## src/rtl/osc_pkg.sv

```systemverilog
`default_nettype none
// ============================================================================
// Module   : osc_pkg
// Brief    : Shared sizing constants and mixer state encoding for osc_mixer.
// Revision : 1.0 - initial release
// ============================================================================
package osc_pkg;

    localparam int unsigned N       = 10;
    localparam int unsigned AMP     = 25;
    localparam int unsigned c_CNT_W = 20;
    localparam int unsigned c_NUM_W = 6;

    typedef enum logic [1:0] {
        IDLE = 2'd0,
        SCAN = 2'd1,
        DONE = 2'd2
    } mixer_state_t;

endpackage
`default_nettype wire

```

## src/rtl/osc_mixer_if.sv

```systemverilog
`default_nettype none
// ============================================================================
// Module   : osc_mixer_if
// Brief    : Sample request, voice selector and mixed-sample bus of osc_mixer.
// Revision : 1.0 - initial release
// ============================================================================
interface osc_mixer_if
    import osc_pkg::*;
#(
    parameter int unsigned N = osc_pkg::N
);
    logic               sample_tick;
    logic [N-1:0]       osc_en;
    logic [c_CNT_W-1:0] count_sel;
    logic [c_CNT_W-1:0] max_sel;
    logic [c_NUM_W-1:0] osc_num;
    logic [7:0]         sample;
    logic               sample_valid;
    logic               busy;
    logic               overrun;

    // master is the mixer; slave is the requester plus oscillator selector
    modport master (
        input  sample_tick, osc_en, count_sel, max_sel,
        output osc_num, sample, sample_valid, busy, overrun
    );

    modport slave (
        output sample_tick, osc_en, count_sel, max_sel,
        input  osc_num, sample, sample_valid, busy, overrun
    );
endinterface
`default_nettype wire

```

## src/rtl/voice_gate.sv

```systemverilog
`default_nettype none
// ============================================================================
// Module   : voice_gate
// Brief    : Square-wave gate: voice is high in the first half of its period.
// Revision : 1.0 - initial release
// ============================================================================
module voice_gate
    import osc_pkg::*;
(
    input  logic               en,
    input  logic [c_CNT_W-1:0] count,
    input  logic [c_CNT_W-1:0] max,
    output logic               high
);

    // a period of 0 or 1 has an empty high half, so such voices stay silent
    assign high = en && (max != '0) && (count < (max >> 1));

endmodule
`default_nettype wire

```

## src/rtl/osc_mixer.sv

```systemverilog
`default_nettype none
// ============================================================================
// Module   : osc_mixer
// Brief    : Scans N oscillators per sample tick and sums active voices.
// Revision : 1.0 - initial release
// ============================================================================
module osc_mixer
    import osc_pkg::*;
#(
    parameter int unsigned N   = osc_pkg::N,
    parameter int unsigned AMP = osc_pkg::AMP
)(
    input  logic        clk,
    input  logic        rst,
    osc_mixer_if.master bus
);

    localparam logic [7:0]         c_AMP8 = 8'(AMP);
    localparam logic [c_NUM_W-1:0] c_LAST = c_NUM_W'(N - 1);

    mixer_state_t       r_state;
    logic [c_NUM_W-1:0] r_osc_num;
    logic [7:0]         r_acc;
    logic [7:0]         r_sample;
    logic               r_sample_valid;
    logic               r_overrun;

    logic               w_en;
    logic               w_high;
    logic [7:0]         w_acc_next;

    always_comb begin
        w_en = 1'b0;
        for (int i = 0; i < int'(N); i++) begin
            if (r_osc_num == c_NUM_W'(i)) begin
                w_en = bus.osc_en[i];
            end
        end
    end

    voice_gate u_voice_gate (
        .en    (w_en),
        .count (bus.count_sel),
        .max   (bus.max_sel),
        .high  (w_high)
    );

    // N*AMP fits in 8 bits, so the sum never wraps
    assign w_acc_next = r_acc + (w_high ? c_AMP8 : 8'd0);

    always_ff @(posedge clk or posedge rst) begin
        if (rst) begin
            r_state        <= IDLE;
            r_osc_num      <= '0;
            r_acc          <= '0;
            r_sample       <= '0;
            r_sample_valid <= 1'b0;
            r_overrun      <= 1'b0;
        end else begin
            r_sample_valid <= 1'b0;
            r_overrun      <= bus.sample_tick && (r_state != IDLE);
            case (r_state)
                IDLE: begin
                    if (bus.sample_tick) begin
                        r_acc     <= '0;
                        r_osc_num <= '0;
                        r_state   <= SCAN;
                    end
                end
                SCAN: begin
                    r_acc <= w_acc_next;
                    if (r_osc_num == c_LAST) begin
                        // publish during DONE so sample and its strobe coincide
                        r_osc_num      <= '0;
                        r_sample       <= w_acc_next;
                        r_sample_valid <= 1'b1;
                        r_state        <= DONE;
                    end else begin
                        r_osc_num <= r_osc_num + 1'b1;
                    end
                end
                DONE: begin
                    r_osc_num <= '0;
                    r_state   <= IDLE;
                end
                default: begin
                    r_osc_num <= '0;
                    r_state   <= IDLE;
                end
            endcase
        end
    end

    assign bus.osc_num      = r_osc_num;
    assign bus.sample       = r_sample;
    assign bus.sample_valid = r_sample_valid;
    assign bus.overrun      = r_overrun;
    assign bus.busy         = (r_state == SCAN) || (r_state == DONE);

endmodule
`default_nettype wire

```

## src/flat_wrapper.sv

```systemverilog
// flat-port wrapper written by rule: the top's interface ports become plain ports
module osc_mixer_flat import osc_pkg::*;
#(
    parameter int unsigned N   = osc_pkg::N,
    parameter int unsigned AMP = osc_pkg::AMP
)
  (clk, rst, bus_sample_tick, bus_osc_en, bus_count_sel, bus_max_sel, bus_osc_num, bus_sample, bus_sample_valid, bus_busy, bus_overrun);
  osc_mixer_if #(.N(N)) bus_i ();
  input  logic clk;
  input  logic rst;
  input wire logic [$bits(bus_i.sample_tick)-1:0] bus_sample_tick;
  input wire logic [$bits(bus_i.osc_en)-1:0] bus_osc_en;
  input wire logic [$bits(bus_i.count_sel)-1:0] bus_count_sel;
  input wire logic [$bits(bus_i.max_sel)-1:0] bus_max_sel;
  output wire logic [$bits(bus_i.osc_num)-1:0] bus_osc_num;
  output wire logic [$bits(bus_i.sample)-1:0] bus_sample;
  output wire logic [$bits(bus_i.sample_valid)-1:0] bus_sample_valid;
  output wire logic [$bits(bus_i.busy)-1:0] bus_busy;
  output wire logic [$bits(bus_i.overrun)-1:0] bus_overrun;
  assign bus_i.sample_tick = bus_sample_tick;
  assign bus_i.osc_en = bus_osc_en;
  assign bus_i.count_sel = bus_count_sel;
  assign bus_i.max_sel = bus_max_sel;
  assign bus_osc_num = bus_i.osc_num;
  assign bus_sample = bus_i.sample;
  assign bus_sample_valid = bus_i.sample_valid;
  assign bus_busy = bus_i.busy;
  assign bus_overrun = bus_i.overrun;
  osc_mixer #(.N(N), .AMP(AMP)) u_core (.clk(clk), .rst(rst), .bus(bus_i));
endmodule
```

## config.mk

```make
export PLATFORM = sky130hd
export DESIGN_NAME = osc_mixer_flat
export DESIGN_NICKNAME = d
export VERILOG_FILES = /design/src/rtl/osc_pkg.sv /design/src/rtl/osc_mixer_if.sv /design/src/rtl/voice_gate.sv /design/src/rtl/osc_mixer.sv /design/src/flat_wrapper.sv
export SDC_FILE = /design/constraint.sdc
export NUM_CORES = 1
export LEC_CHECK = 0
export ABC_AREA = 1
export CAP_MARGIN = 20
export CELL_PAD_IN_SITES_DETAIL_PLACEMENT = 1
export CELL_PAD_IN_SITES_GLOBAL_PLACEMENT = 1
export CORE_ASPECT_RATIO = 0.9
export CORE_MARGIN = 1.5
export CORE_UTILIZATION = 35
export CTS_CLUSTER_SIZE = 24
export DETAILED_ROUTE_END_ITERATION = 12
export GPL_TIMING_DRIVEN = 0
export PLACE_DENSITY_LB_ADDON = 0.05
export SLEW_MARGIN = 10
export SYNTH_ARGS = -nofsm -noshare
export SYNTH_HDL_FRONTEND = slang
export SYNTH_SLANG_ARGS = --single-unit
```

## constraint.sdc

```tcl
create_clock -name clk -period 4.56 [get_ports clk]
set_clock_uncertainty 0.1 [all_clocks]
set_input_delay 0.912 -clock clk [delete_from_list [all_inputs] [get_ports clk]]
set_output_delay 0.912 -clock clk [all_outputs]
set_load 0.005 [all_outputs]
```

After elaboration in Yosys (flattened, before gate mapping)
Cells that the tools add are included.
{ "op_classes": {"n_mux": 21, "shifts": 0, "bitwise": 0, "div": 0, "n_lt_le_gt_ge": 1, "n_mul": 0, "n_reduce_logical": 12, "eq_ne": 13, "add_sub_neg": 2} }
{ "ops": {"columns": ["cell", "count"], "rows": [
  ["$eq A6 B3 Y1 const B", 4],
  ["$lt A20 B19 Y1", 1],
  ["$reduce_bool A20 Y1", 1],
  ["$pmux W8 S2", 1],
  ["$eq A6 B2 Y1 const B", 2],
  ["$eq A6 B4 Y1 const B", 2],
  ["$mux W1", 12],
  ["$mux W6", 2],
  ["$pmux W6 S2", 1],
  ["$add A8 B8 Y8", 1],
  ["$mux W8", 1],
  ["$add A6 B1 Y6 const B", 1],
  ["$eq A6 B1 Y1 const B", 1],
  ["$logic_not A6 Y1", 1],
  ["$reduce_and A2 Y1", 3],
  ["$mux W5", 1],
  ["$mux W2", 2],
  ["$pmux W2 S2", 1],
  ["$reduce_bool A2 Y1", 2],
  ["$logic_and A1 B1 Y1", 3],
  ["$eq A2 B1 Y1 const B", 1],
  ["$eq A2 B2 Y1 const B", 1],
  ["$logic_not A2 Y1", 1],
  ["$ne A2 B1 Y1 const B", 1],
  ["2 further kinds", 2]
]} }
{ "totals": {"input_bits": 53, "ramBits": 0, "mem_count": 0, "reg_bits": 26, "rom_bits": 0, "out_inout_bits": 17, "wordCells": 55, "latchBits": 0} }

Longest topological paths before layout
Gate-level depths: netlist of the first run.
{ "depth": {"ltp_word": 16, "depth_mapped": 23, "ltp_nobuf": 23} }

Hierarchy
From an unflattened synthesis of the first run, not the netlist that was laid out.
{ "unflattened": {"cells_unflattened": 284, "hier_area_um2": 2060.7} }
{ "modules_own_cells": {"columns": ["module", "cells_per_inst", "n_inst", "area_each_um2"], "rows": [
  ["osc_mixer", 174, 1, 1455.1],
  ["voice_gate", 110, 1, 605.6]
]} }

Worst setup path before layout of the first run
No wires, ideal clock.
{ "synth_path": {"kind": "input to register", "startpoint": "input bus_max_sel[14]", "endpoint": "register u_core.r_acc[6]", "path_stages": 20, "setup_ps": 118, "arrival_ps": 2855, "required_ps": 4342, "path_slack_ps": 1487, "cell_sequence": "inv_1 -> ha_1 -> nand2_1 -> inv_1 -> nor2_1 -> o21ai_1 -> a21oi_1 -> nand2_1 -> nor2_4 -> nand3_4 -> inv_1 -> ha_1 -> ha_1 -> nand2_1 -> inv_1 -> nand3_1 -> o21ai_1 -> nand3_1 -> nand3_1 -> nand2_1"} }
{ "synth_via": {"elab_chain_cells": 6} }
{ "synth_lines": {"columns": ["element", "line_no", "source"], "rows": [
  ["start: declaration", "flat_wrapper.sv:14", "input wire logic [$bits(bus_i.max_sel)-1:0] bus_max_sel;"],
  ["branches (longest 2 deep; another with $lt A20 B19 Y1)", null, null],
  ["$logic_and A1 B1 Y1 (*)", "voice_gate.sv:17", "assign high = en && (max != '0) && (count < (max >> 1));"],
  ["$mux W5 (*)", "osc_mixer.sv:49", "assign w_acc_next = r_acc + (w_high ? c_AMP8 : 8'd0);"],
  ["$add A8 B8 Y8 (*)", "osc_mixer.sv:49", null],
  ["$pmux W8 S2 (*)", "osc_mixer.sv:62", "case (r_state)"],
  ["end signal: assignment", "osc_mixer.sv:71", "r_acc <= w_acc_next;"],
  ["end: declaration", "osc_mixer.sv:23", "logic [7:0] r_acc;"]
]} }
Every way passes the cells marked *.
A chain may end at the register's enable or synchronous reset.

Worst setup path after layout of the first run
{ "layout_path": {"startpoint": "input bus_max_sel[8]", "endpoint": "register u_core.r_sample[6] (netlist: u_core.bus.sample[6])"} }
{ "layout_via": {"elab_chain_cells": 5} }
{ "layout_lines": {"columns": ["element", "line_no", "source"], "rows": [
  ["branches (longest 2 deep; another with $lt A20 B19 Y1)", null, null],
  ["$logic_and A1 B1 Y1 (*)", "voice_gate.sv:17", null],
  ["$mux W5 (*)", "osc_mixer.sv:49", null],
  ["$add A8 B8 Y8 (*)", "osc_mixer.sv:49", null],
  ["end signal: assignment", "osc_mixer.sv:75", "r_sample <= w_acc_next;"],
  ["end: declaration", "osc_mixer.sv:24", "logic [7:0] r_sample;"]
]} }
Marked as above.

==> impl_metrics.toml, run 1 <==
[run_status]
outcome = "completed"

[clocking]
clock-sinks = 26
post_cts_buffers = 0
cts_tree = "built"
numCtsBuffers = 3
htreeDepth = 1
cts_buffer_depth = 2
hold_buffers = 0
clock_latency_ps = 280
clk_pin_slew_worst_paths_ps = 90
ctsRootBufferMaster = "clkbuf_8"
cts_resized = 0

[floorplan]
die_h_microns = 76.5
die_width_microns = 84.7
num_io_pins = 70
start_util = 0.367
die-area_sq_mm = 0.00648
coreArea_sq_mm = 0.00573
rows = 26

[global_routing]
globalRoute.busiestLayer = "met2"
grt_pass1_vias = 2236
grt_use_met1 = 0.226
antenna_found_initial = 0
grt_pass1_wl_microns = 9780
grt_max_degree = 27
grt_usage = 0.181
grt_use_met3 = 0.0325
grt.overflow.total = 0
use_met2 = 0.332

[drt]
via_count = 2067
ant_nets = 0
wl_per_cell_microns = 12.5
routed_wl_microns = 5380
drt_iter0_markers = 36
drc_errors = 0
drt_first_pass_iters = 4
via_per_inst = 4.80

[logic_synthesis]
syn_nets = 366
yosys_warnings = 0
synth_top_flop_cell = "dfrtp_1"
ys_async_sr_fraction = 1.00
yosysTopAreaCellShare = 0.309
syn_avg_cell_area_sq_um = 7.33
syn_inst = 287
yosysMostFrequentCell = "nand2_1"
synth_seq_area_share = 0.309
yosys-top-cells-area = "dfrtp_1 (31%), ha_1 (15%), nand2_1 (12%)"
synth.top_cells.by_count = "nand2_1 (67), inv_1 (58), dfrtp_1 (26), ha_1 (26), nand3_1 (24)"
synth_cell_types = 30
syn_area_sq_mm = 0.00210
yosysTopAreaCell = "dfrtp_1"
synth_seq_cells = 26
synth_edf_count = 0

[place]
dp_hpwl_microns = 4500
port_buffers = 69
postPlaceCellArea_sq_mm = 0.00288
place_congestion = 0.809

[pwr]
p_seq_frac = 0.305
ir_worst_vdd_v = 0.000191
p_int_uw = 608
p_total_uw = 1030
combPwrFrac = 0.504
power.switching_uw = 420
power_leakage_uw = 0.00150
pwr_density_cell_mw_per_mm2 = 345
clkPwrFrac = 0.191
switching_share = 0.409

[job]
maxCapViolations = 0

[critical_path]
critPathArrivalTime_ps = 3730
critPathKind = "input port to flip-flop"
worst-path-max-fanout = 3
crit_path_end_kind = "flip-flop"
crit_required_ps = 4630
start_kind = "input port"

[final_layout]
area_growth_pct = 41.7
diodes = 0
fin_area_sq_mm = 0.00298
fin_util = 0.521
fin_nets = 441
drive_above_1_share = 0.0803
fill_cells = 714

[timing]
fin_crit_sh = 0.802
hold_violations = 0
slew_headroom = 0.590
min_period_ps = 3660
setup_viol = 0
timing.hold.ws_ps = 386
tightest_slew_ps = 613
slew_violations = 0
rsz0062_at_grt = "false"
fin_tns_setup_ps = 0
fmax_ghz = 0.273

[worst_hold_path]
hp-class = "flip-flop to flip-flop"
[critical path: stages]
cell and delay [ps]:
clkdlybuf4s50_1 500, inv_1 50, ha_1 300, nand2_1 60
inv_1 50, nand2_1 60, nand2_1 60, nand2_1 60
nand2_1 50, nand2_1 50, nand2_1 80, nor2_4 170
nand3_4 110, inv_1 90, ha_1 170, ha_1 190
nand2_1 60, inv_1 80, nand3_1 130, o21ai_1 190
nand3_1 120, nand3_1 110, nand2_1 60
[cell families (layout without fill, tap and decap cells)]
logic type,after synthesis,after routing,synth area share
XOR/XNOR,3,3,0.0125
flip-flops,26,26,0.309
adder cells (fa/ha/maj),26,26,0.155
AO/OA/AOI/OAI,35,35,0.0999
buffers and inverters,63,137,0.112
AND/OR/NAND/NOR,134,134,0.311
[worst paths after layout]
path | start | end | slack [ps] | cells past startpoint
max reg2reg | u_core.bus.osc_num[1]$_DFFE_PP0P_ | u_core.bus.sample[6]$_DFFE_PP0P_ | 1620 | 23
min in group asynchronous | rst | u_core.r_state[0]$_DFFE_PP0P_ | 770 | 2
max | bus_max_sel[8] | u_core.bus.sample[6]$_DFFE_PP0P_ | 900 | 23
max in group asynchronous | rst | u_core.r_acc[3]$_DFFE_PP0P_ | 3180 | 3
min | u_core.bus.sample[2]$_DFFE_PP0P_ | u_core.bus.sample[2]$_DFFE_PP0P_ | 390 | 2
min reg2reg | u_core.bus.sample[2]$_DFFE_PP0P_ | u_core.bus.sample[2]$_DFFE_PP0P_ | 390 | 2
[cell usage in the layout, fill, tap and decap left out]
cell type | Yosys | final
clkdlybuf4s50_1 | 0 | 69
nand2_1 | 67 | 67
inv_1 | 58 | 58
ha_1 | 26 | 26
dfrtp_1 | 26 | 26
nand3_1 | 24 | 24
nor2_1 | 19 | 19
a21oi_1 | 12 | 12
o21ai_0 | 9 | 9
nand2_2 | 5 | 5
o21ai_1 | 5 | 5
inv_2 | 4 | 4
nand4_1 | 4 | 4
nor4_1 | 4 | 4
xor2_1 | 3 | 3
clkbuf_8 | 0 | 3
a21oi_2 | 2 | 2
nor2_2 | 2 | 2
nand2_4 | 2 | 2
nand4_2 | 2 | 2
o22ai_1 | 2 | 2
nor3_2 | 1 | 1
o21ai_2 | 1 | 1
o21a_1 | 1 | 1
nor2_4 | 1 | 1
nand3_4 | 1 | 1
nand4_4 | 1 | 1
nand3_2 | 1 | 1
o21bai_4 | 1 | 1
o211ai_1 | 1 | 1
clkbuf_1 | 1 | 1
o21bai_1 | 1 | 1
bufinv_16 | 0 | 1
buf_16 | 0 | 1
[power groups by stage]
stage	Combinational, uW	Clock [uW]	Sequential (uW)
after CTS	523	202	314
final	518	196	313
after floorplan	333	0	309
after global routing	599	208	321
after global placement	504	0	316
after detailed placement	518	0	318
[cell type report]
type / instances / area (sq um) / area share
Clock inverter: 1 / 30.0 / 0.0101
Timing Repair Buffer: 70 / 718 / 0.241
Clock buffer: 3 / 41.3 / 0.0139
Multi-Input combinational cell: 198 / 1220 / 0.408
Tap cell: 70 / 87.6 / 0.0294
Sequential cell: 26 / 651 / 0.218
Buffer: 1 / 3.75 / 0.00126
Inverter: 62 / 233 / 0.0781
[per-layer routing]
metal / wire length (microns) / part of all wire / vias to the layer above
li1: - / - / 1064
met1: 2410 / 0.45 / 960
met2: 2750 / 0.51 / 41
met3: 214 / 0.040 / 2
met4: 6 / 0.0011 / 0
met5: 0 / 0 / -
[registers in the layout, summed over array words and instances, names as in the netlist]
name,flops
u_core.r_acc,8
u_core.bus.sample_valid,1
u_core.bus.osc_num,6
u_core.r_state,2
u_core.bus.overrun,1
u_core.bus.sample,8
[through the flow]
step                setup WS (ps)  instances
finish                        903        431
global route                  587        431
CTS                           891        430
detailed placement            647        426
global placement              659        426
floorplan                    1490        287
No activity file was read; power rests on OpenSTA's default activity.
==> inputs of run 2 (changes only) <==
Settings changed: CORE_UTILIZATION 35 to 32.
Clock period 4.56 ns to 3.5 ns, I/O delays scaled along.
==> impl_metrics.toml, run 2 (same netlist as run 1, synthesis figures left out) <==
[place]
dp_hpwl_microns = 4790
port_buffers = 69
dp.cells = 443
place_congestion = 0.738

[floorplan]
die-area_sq_mm = 0.00707
num_io_pins = 70
start_util = 0.337
die_h_microns = 79.9
rows = 27
die_width_microns = 88.5
coreArea_sq_mm = 0.00625

[final_layout]
layout_common_cells = "clkdlybuf4s50_1 (69), nand2_1 (67), inv_1 (55), dfrtp_1 (26), ha_1 (24)"
area_growth_pct = 45.0
fill_cells = 794
diodes = 0
final_common_cell = "clkdlybuf4s50_1"
post_layout_nonfiller_instances = 449
fin_nets = 442
drive_above_1_share = 0.105

[clocking]
clk_pin_slew_worst_paths_ps = 90
cts_buffer_depth = 2
cts_tree = "built"
clock_latency_ps = 270
numCtsBuffers = 3
clock-sinks = 26
ctsRootBufferMaster = "clkbuf_8"
htreeDepth = 1

[drt]
drc_errors = 0
via_count = 2031
drt_first_pass_iters = 4
wl_per_cell_microns = 12.7
drt_iter0_markers = 51
routed_wl_microns = 5720
via_per_inst = 4.52
ant_nets = 0

[pwr]
pwr_density_cell_mw_per_mm2 = 449
power_leakage_uw = 0.00150
ir_worst_vdd_v = 0.000184

[timing]
timing.hold.ws_ps = 391
min_period_ps = 3240
fin_crit_sh = 0.927
slew_violations = 0
fmax_ghz = 0.308
slew_headroom = 0.575
tightest_slew_ps = 636
setup_viol = 0
hold_violations = 0

[worst_hold_path]
holdPathStages = 2
hp-class = "flip-flop to flip-flop"
whs_endpoint = "u_core.bus.sample[2]$_DFFE_PP0P_"
worstHoldStart = "u_core.bus.sample[2]$_DFFE_PP0P_"

[global_routing]
grt_usage = 0.174
grt_max_degree = 27
grt.overflow.total = 0
grt_pass1_wl_microns = 9690
antenna_found_initial = 0
grt_pass1_vias = 2123

[critical_path]
critPathArrivalTime_ps = 3320
worst-path-max-fanout = 3
r2r_slack_ps = 720
crit_required_ps = 3570
r2r_end = "u_core.bus.sample[6]$_DFFE_PP0P_"
critPathKind = "input port to flip-flop"
start_kind = "input port"
r2r_start = "u_core.bus.osc_num[0]$_DFFE_PP0P_"
crit_path_end_kind = "flip-flop"
reg2reg_depth = 23

[job]
maxCapViolations = 0

[run_status]
outcome = "completed"
==> run 2: changes by cell type in the layout (fill, tap and decap cells not counted), sizes merged <==
cell,previous run,this run
buf,1,2
==> run 2: layout make-up <==
| cell class | instances | area [sq um] | area share |
|---|---|---|---|
| Sequential cell | 26 | 651 | 0.213 |
| Inverter | 62 | 235 | 0.0771 |
| Buffer | 1 | 3.75 | 0.00123 |
| Tap cell | 87 | 109 | 0.0357 |
| Multi-Input combinational cell | 198 | 1250 | 0.411 |
| Clock buffer | 3 | 41.3 | 0.0135 |
| Timing Repair Buffer | 71 | 726 | 0.238 |
| Clock inverter | 1 | 30.0 | 0.00984 |
==> run 2: repair_timing <==
item                                    in CTS  in global routing
endpoints found under the setup margin       0                  8
gates resized for setup                      0                 11
setup buffers                                0                  1
hold buffers                                 0                  0
==> run 2: critical path: stages <==
cell,delay (ps)
clkdlybuf4s50_1,480
inv_1,50
ha_1,300
a21oi_1,150
o21a_1,160
nand2_1,60
nand2_1,50
nand2_1,80
nor2_4,170
nand3_4,110
inv_4,80
ha_4,140
ha_4,130
nand2_1,60
inv_2,70
nand3_2,100
o21ai_2,170
nand3_2,90
nand3_1,100
nand2_1,50
==> run 2: worst max-delay path by stage <==
stage	startpoint	endpoint	slack (ps)	cells past startpoint
2_1_floorplan	bus_max_sel[14]	u_core.r_acc[6]$_DFFE_PP0P_	640	20
3_3_place_gp	bus_max_sel[14]	u_core.bus.sample[6]$_DFFE_PP0P_	-160	21
3_5_place_dp	bus_max_sel[10]	u_core.bus.sample[6]$_DFFE_PP0P_	-240	20
4_1_cts	bus_max_sel[8]	u_core.bus.sample[6]$_DFFE_PP0P_	20	21
5_1_grt	bus_max_sel[10]	u_core.bus.sample[6]$_DFFE_PP0P_	-20	20
6_report	bus_max_sel[10]	u_core.bus.sample[6]$_DFFE_PP0P_	260	20
==> run 2: power by group <==
part | leakage (uW) | switching [uW] | internal, uW
logic | 0.00115 | 409 | 295
registers | 0.000315 | 55.2 | 355
clock network | 0.0000357 | 101 | 153
==> run 2: layer usage <==
metal	wire length, microns	share of wire	global-route usage
met4	71	0.012	0.0344
met2	2860	0.50	0.321
met5	0	0	0
met1	2600	0.46	0.211
met3	186	0.033	0.0269
==> run 2: per-stage QoR <==
| step | area [sq um] | total power, uW | utilization | worst slack [ps] | setup TNS, ps |
|---|---|---|---|---|---|
| 2_1_floorplan | 2100 | 837 | - | 639 | 0 |
| 3_3_place_gp | 2900 | 1070 | 0.464 | -157 | -427 |
| 3_5_place_dp | 2900 | 1100 | 0.464 | -239 | -854 |
| 4_1_cts | 2970 | 1360 | 0.476 | 19.6 | 0 |
| 5_1_grt | 3050 | 1490 | 0.488 | -18.3 | -36.3 |
| 6_report | 3050 | 1370 | 0.488 | 255 | 0 |
==> inputs of run 3 (changes only) <==
Settings changed: CORE_UTILIZATION 32 to 29.
Clock period 3.5 ns to 2.68 ns, I/O delays scaled along.
==> impl_metrics.toml, run 3 (same netlist as run 1, synthesis figures left out) <==
[run_status]
outcome = "completed"

[place]
dp_hpwl_microns = 4670
dp.cells = 449
port_buffers = 69
place_congestion = 0.761
postPlaceCellArea_sq_mm = 0.00294

[drt]
via_per_inst = 4.54
ant_nets = 0
drt_iter0_markers = 42
via_count = 2174
drc_errors = 0
drt_first_pass_iters = 4
routed_wl_microns = 6470
wl_per_cell_microns = 13.5

[critical_path]
worst-path-max-fanout = 3
crit_required_ps = 2790
critPathArrivalTime_ps = 2720
critPathKind = "input port to flip-flop"
crit_path_end_kind = "flip-flop"
reg2reg_depth = 20
start_kind = "input port"
r2r_slack_ps = 90
r2r_end = "u_core.bus.sample[6]$_DFFE_PP0P_"
r2r_start = "u_core.bus.osc_num[0]$_DFFE_PP0P_"

[pwr]
ir_worst_vdd_v = 0.000279
p_total_uw = 1980
power_leakage_uw = 0.00169
pwr_density_cell_mw_per_mm2 = 560

[timing]
tightest_slew_ps = 690
min_period_ps = 2620
rsz0062_at_grt = "true"
fmax_ghz = 0.382
setup_viol = 0
slew_violations = 0
hold_violations = 0
fin_crit_sh = 0.977
slew_headroom = 0.538

[floorplan]
die_h_microns = 83.8
die-area_sq_mm = 0.00777
num_io_pins = 70
start_util = 0.299
coreArea_sq_mm = 0.00704
rows = 29
die_width_microns = 92.8

[global_routing]
antenna_found_initial = 0
grt.overflow.total = 0
grt_pass1_wl_microns = 10400
grt_pass1_vias = 2230
grt_usage = 0.165
grt_max_degree = 27

[clocking]
numCtsBuffers = 3
clock_latency_ps = 270
clock-sinks = 26
ctsRootBufferMaster = "clkbuf_8"
cts_buffer_depth = 2
clk_pin_slew_worst_paths_ps = 90
htreeDepth = 1
cts_tree = "built"
hold_buffers = 0

[final_layout]
final_common_cell = "nand2_1"
area_growth_pct = 68.3
diodes = 0
drive_above_1_share = 0.370
fin_area_sq_mm = 0.00354
fin_nets = 467
layout_common_cells = "nand2_1 (52), inv_1 (37), clkdlybuf4s50_1 (31), buf_4 (25), dfrtp_1 (25)"
fin_util = 0.503
post_layout_nonfiller_instances = 479

[job]
maxCapViolations = 0

[worst_hold_path]
whs_endpoint = "u_core.bus.sample[7]$_DFFE_PP0P_"
hp-class = "flip-flop to flip-flop"
worstHoldStart = "u_core.bus.sample[7]$_DFFE_PP0P_"
holdPathStages = 2
==> run 3: cell count changes in the layout (fill, tap and decap cells not counted), moves of 17 or more <==
| cell | change |
|---|---|
| buf_4 | +24 |
| dlygate4sd2_1 | +19 |
| inv_1 | -18 |
| inv_2 | +17 |
| clkdlybuf4s50_1 | -38 |
| ha_1 | -17 |
==> run 3: layout make-up <==
type,instances,area [sq um]
clock buffer,3,41.3
sequential,26,652
multi-input combinational,198,1610
inverter,62,238
buffer,1,3.75
timing repair buffer,96,882
fill,883,3500
tap,93,116
==> run 3: what timing repair did <==
item,in CTS,in global routing
endpoints found under the setup margin,14,12
pin swaps,45,45
resized for setup,95,56
hold endpoints to repair,0,0
buffers inserted,7,19
==> run 3: where the power goes <==
group	internal [uW]	leakage (uW)	switching, uW
Combinational	568	0.00136	647
Clock	101	0.0000216	121
Sequential	465	0.000314	80.8
==> run 3: how the worst max path moves through the flow <==
stage / startpoint / end / slack (ps)
after CTS: bus_max_sel[7] / u_core.r_acc[7]$_DFFE_PP0P_ / 6
final: bus_max_sel[3] / u_core.r_acc[2]$_DFFE_PP0P_ / 60
after floorplan: bus_max_sel[14] / u_core.r_acc[6]$_DFFE_PP0P_ / 30
after global placement: bus_max_sel[8] / u_core.bus.sample[6]$_DFFE_PP0P_ / -760
after detailed placement: bus_max_sel[8] / u_core.bus.sample[6]$_DFFE_PP0P_ / -780
after global routing: u_core.bus.osc_num[1]$_DFFE_PP0P_ / u_core.bus.sample[6]$_DFFE_PP0P_ / -120
==> run 3: critical path, cell delays in order <==
cell,delay (ps)
dlygate4sd2_1,250
nor4_1,470
nand4_2,300
nand3_4,190
inv_4,50
ha_4,160
ha_4,150
nand2_2,60
inv_2,50
buf_4,130
buf_4,130
nor2_4,80
nand2_1,50
o21ai_1,100
==> run 3: through the flow <==
step / setup TNS [ps] / setup WS, ps / hold slack [ps]
finish: 0 / 60.8 / 396
detailed placement: -8650 / -776 / 371
global route: -831 / -118 / 417
floorplan: 0 / 30.6 / 365
global placement: -8340 / -756 / 357
CTS: 0 / 5.96 / 398
==> run 3: metal layers <==
| layer | part of all wire | track usage | vias to the layer above | routed length, microns |
|---|---|---|---|---|
| met5 | 0 | 0 | - | 0 |
| met4 | 0.0045 | 0.0289 | 0 | 29 |
| met3 | 0.034 | 0.0273 | 5 | 219 |
| met2 | 0.50 | 0.285 | 39 | 3240 |
| met1 | 0.46 | 0.216 | 1019 | 2980 |
| li1 | - | - | 1111 | - |
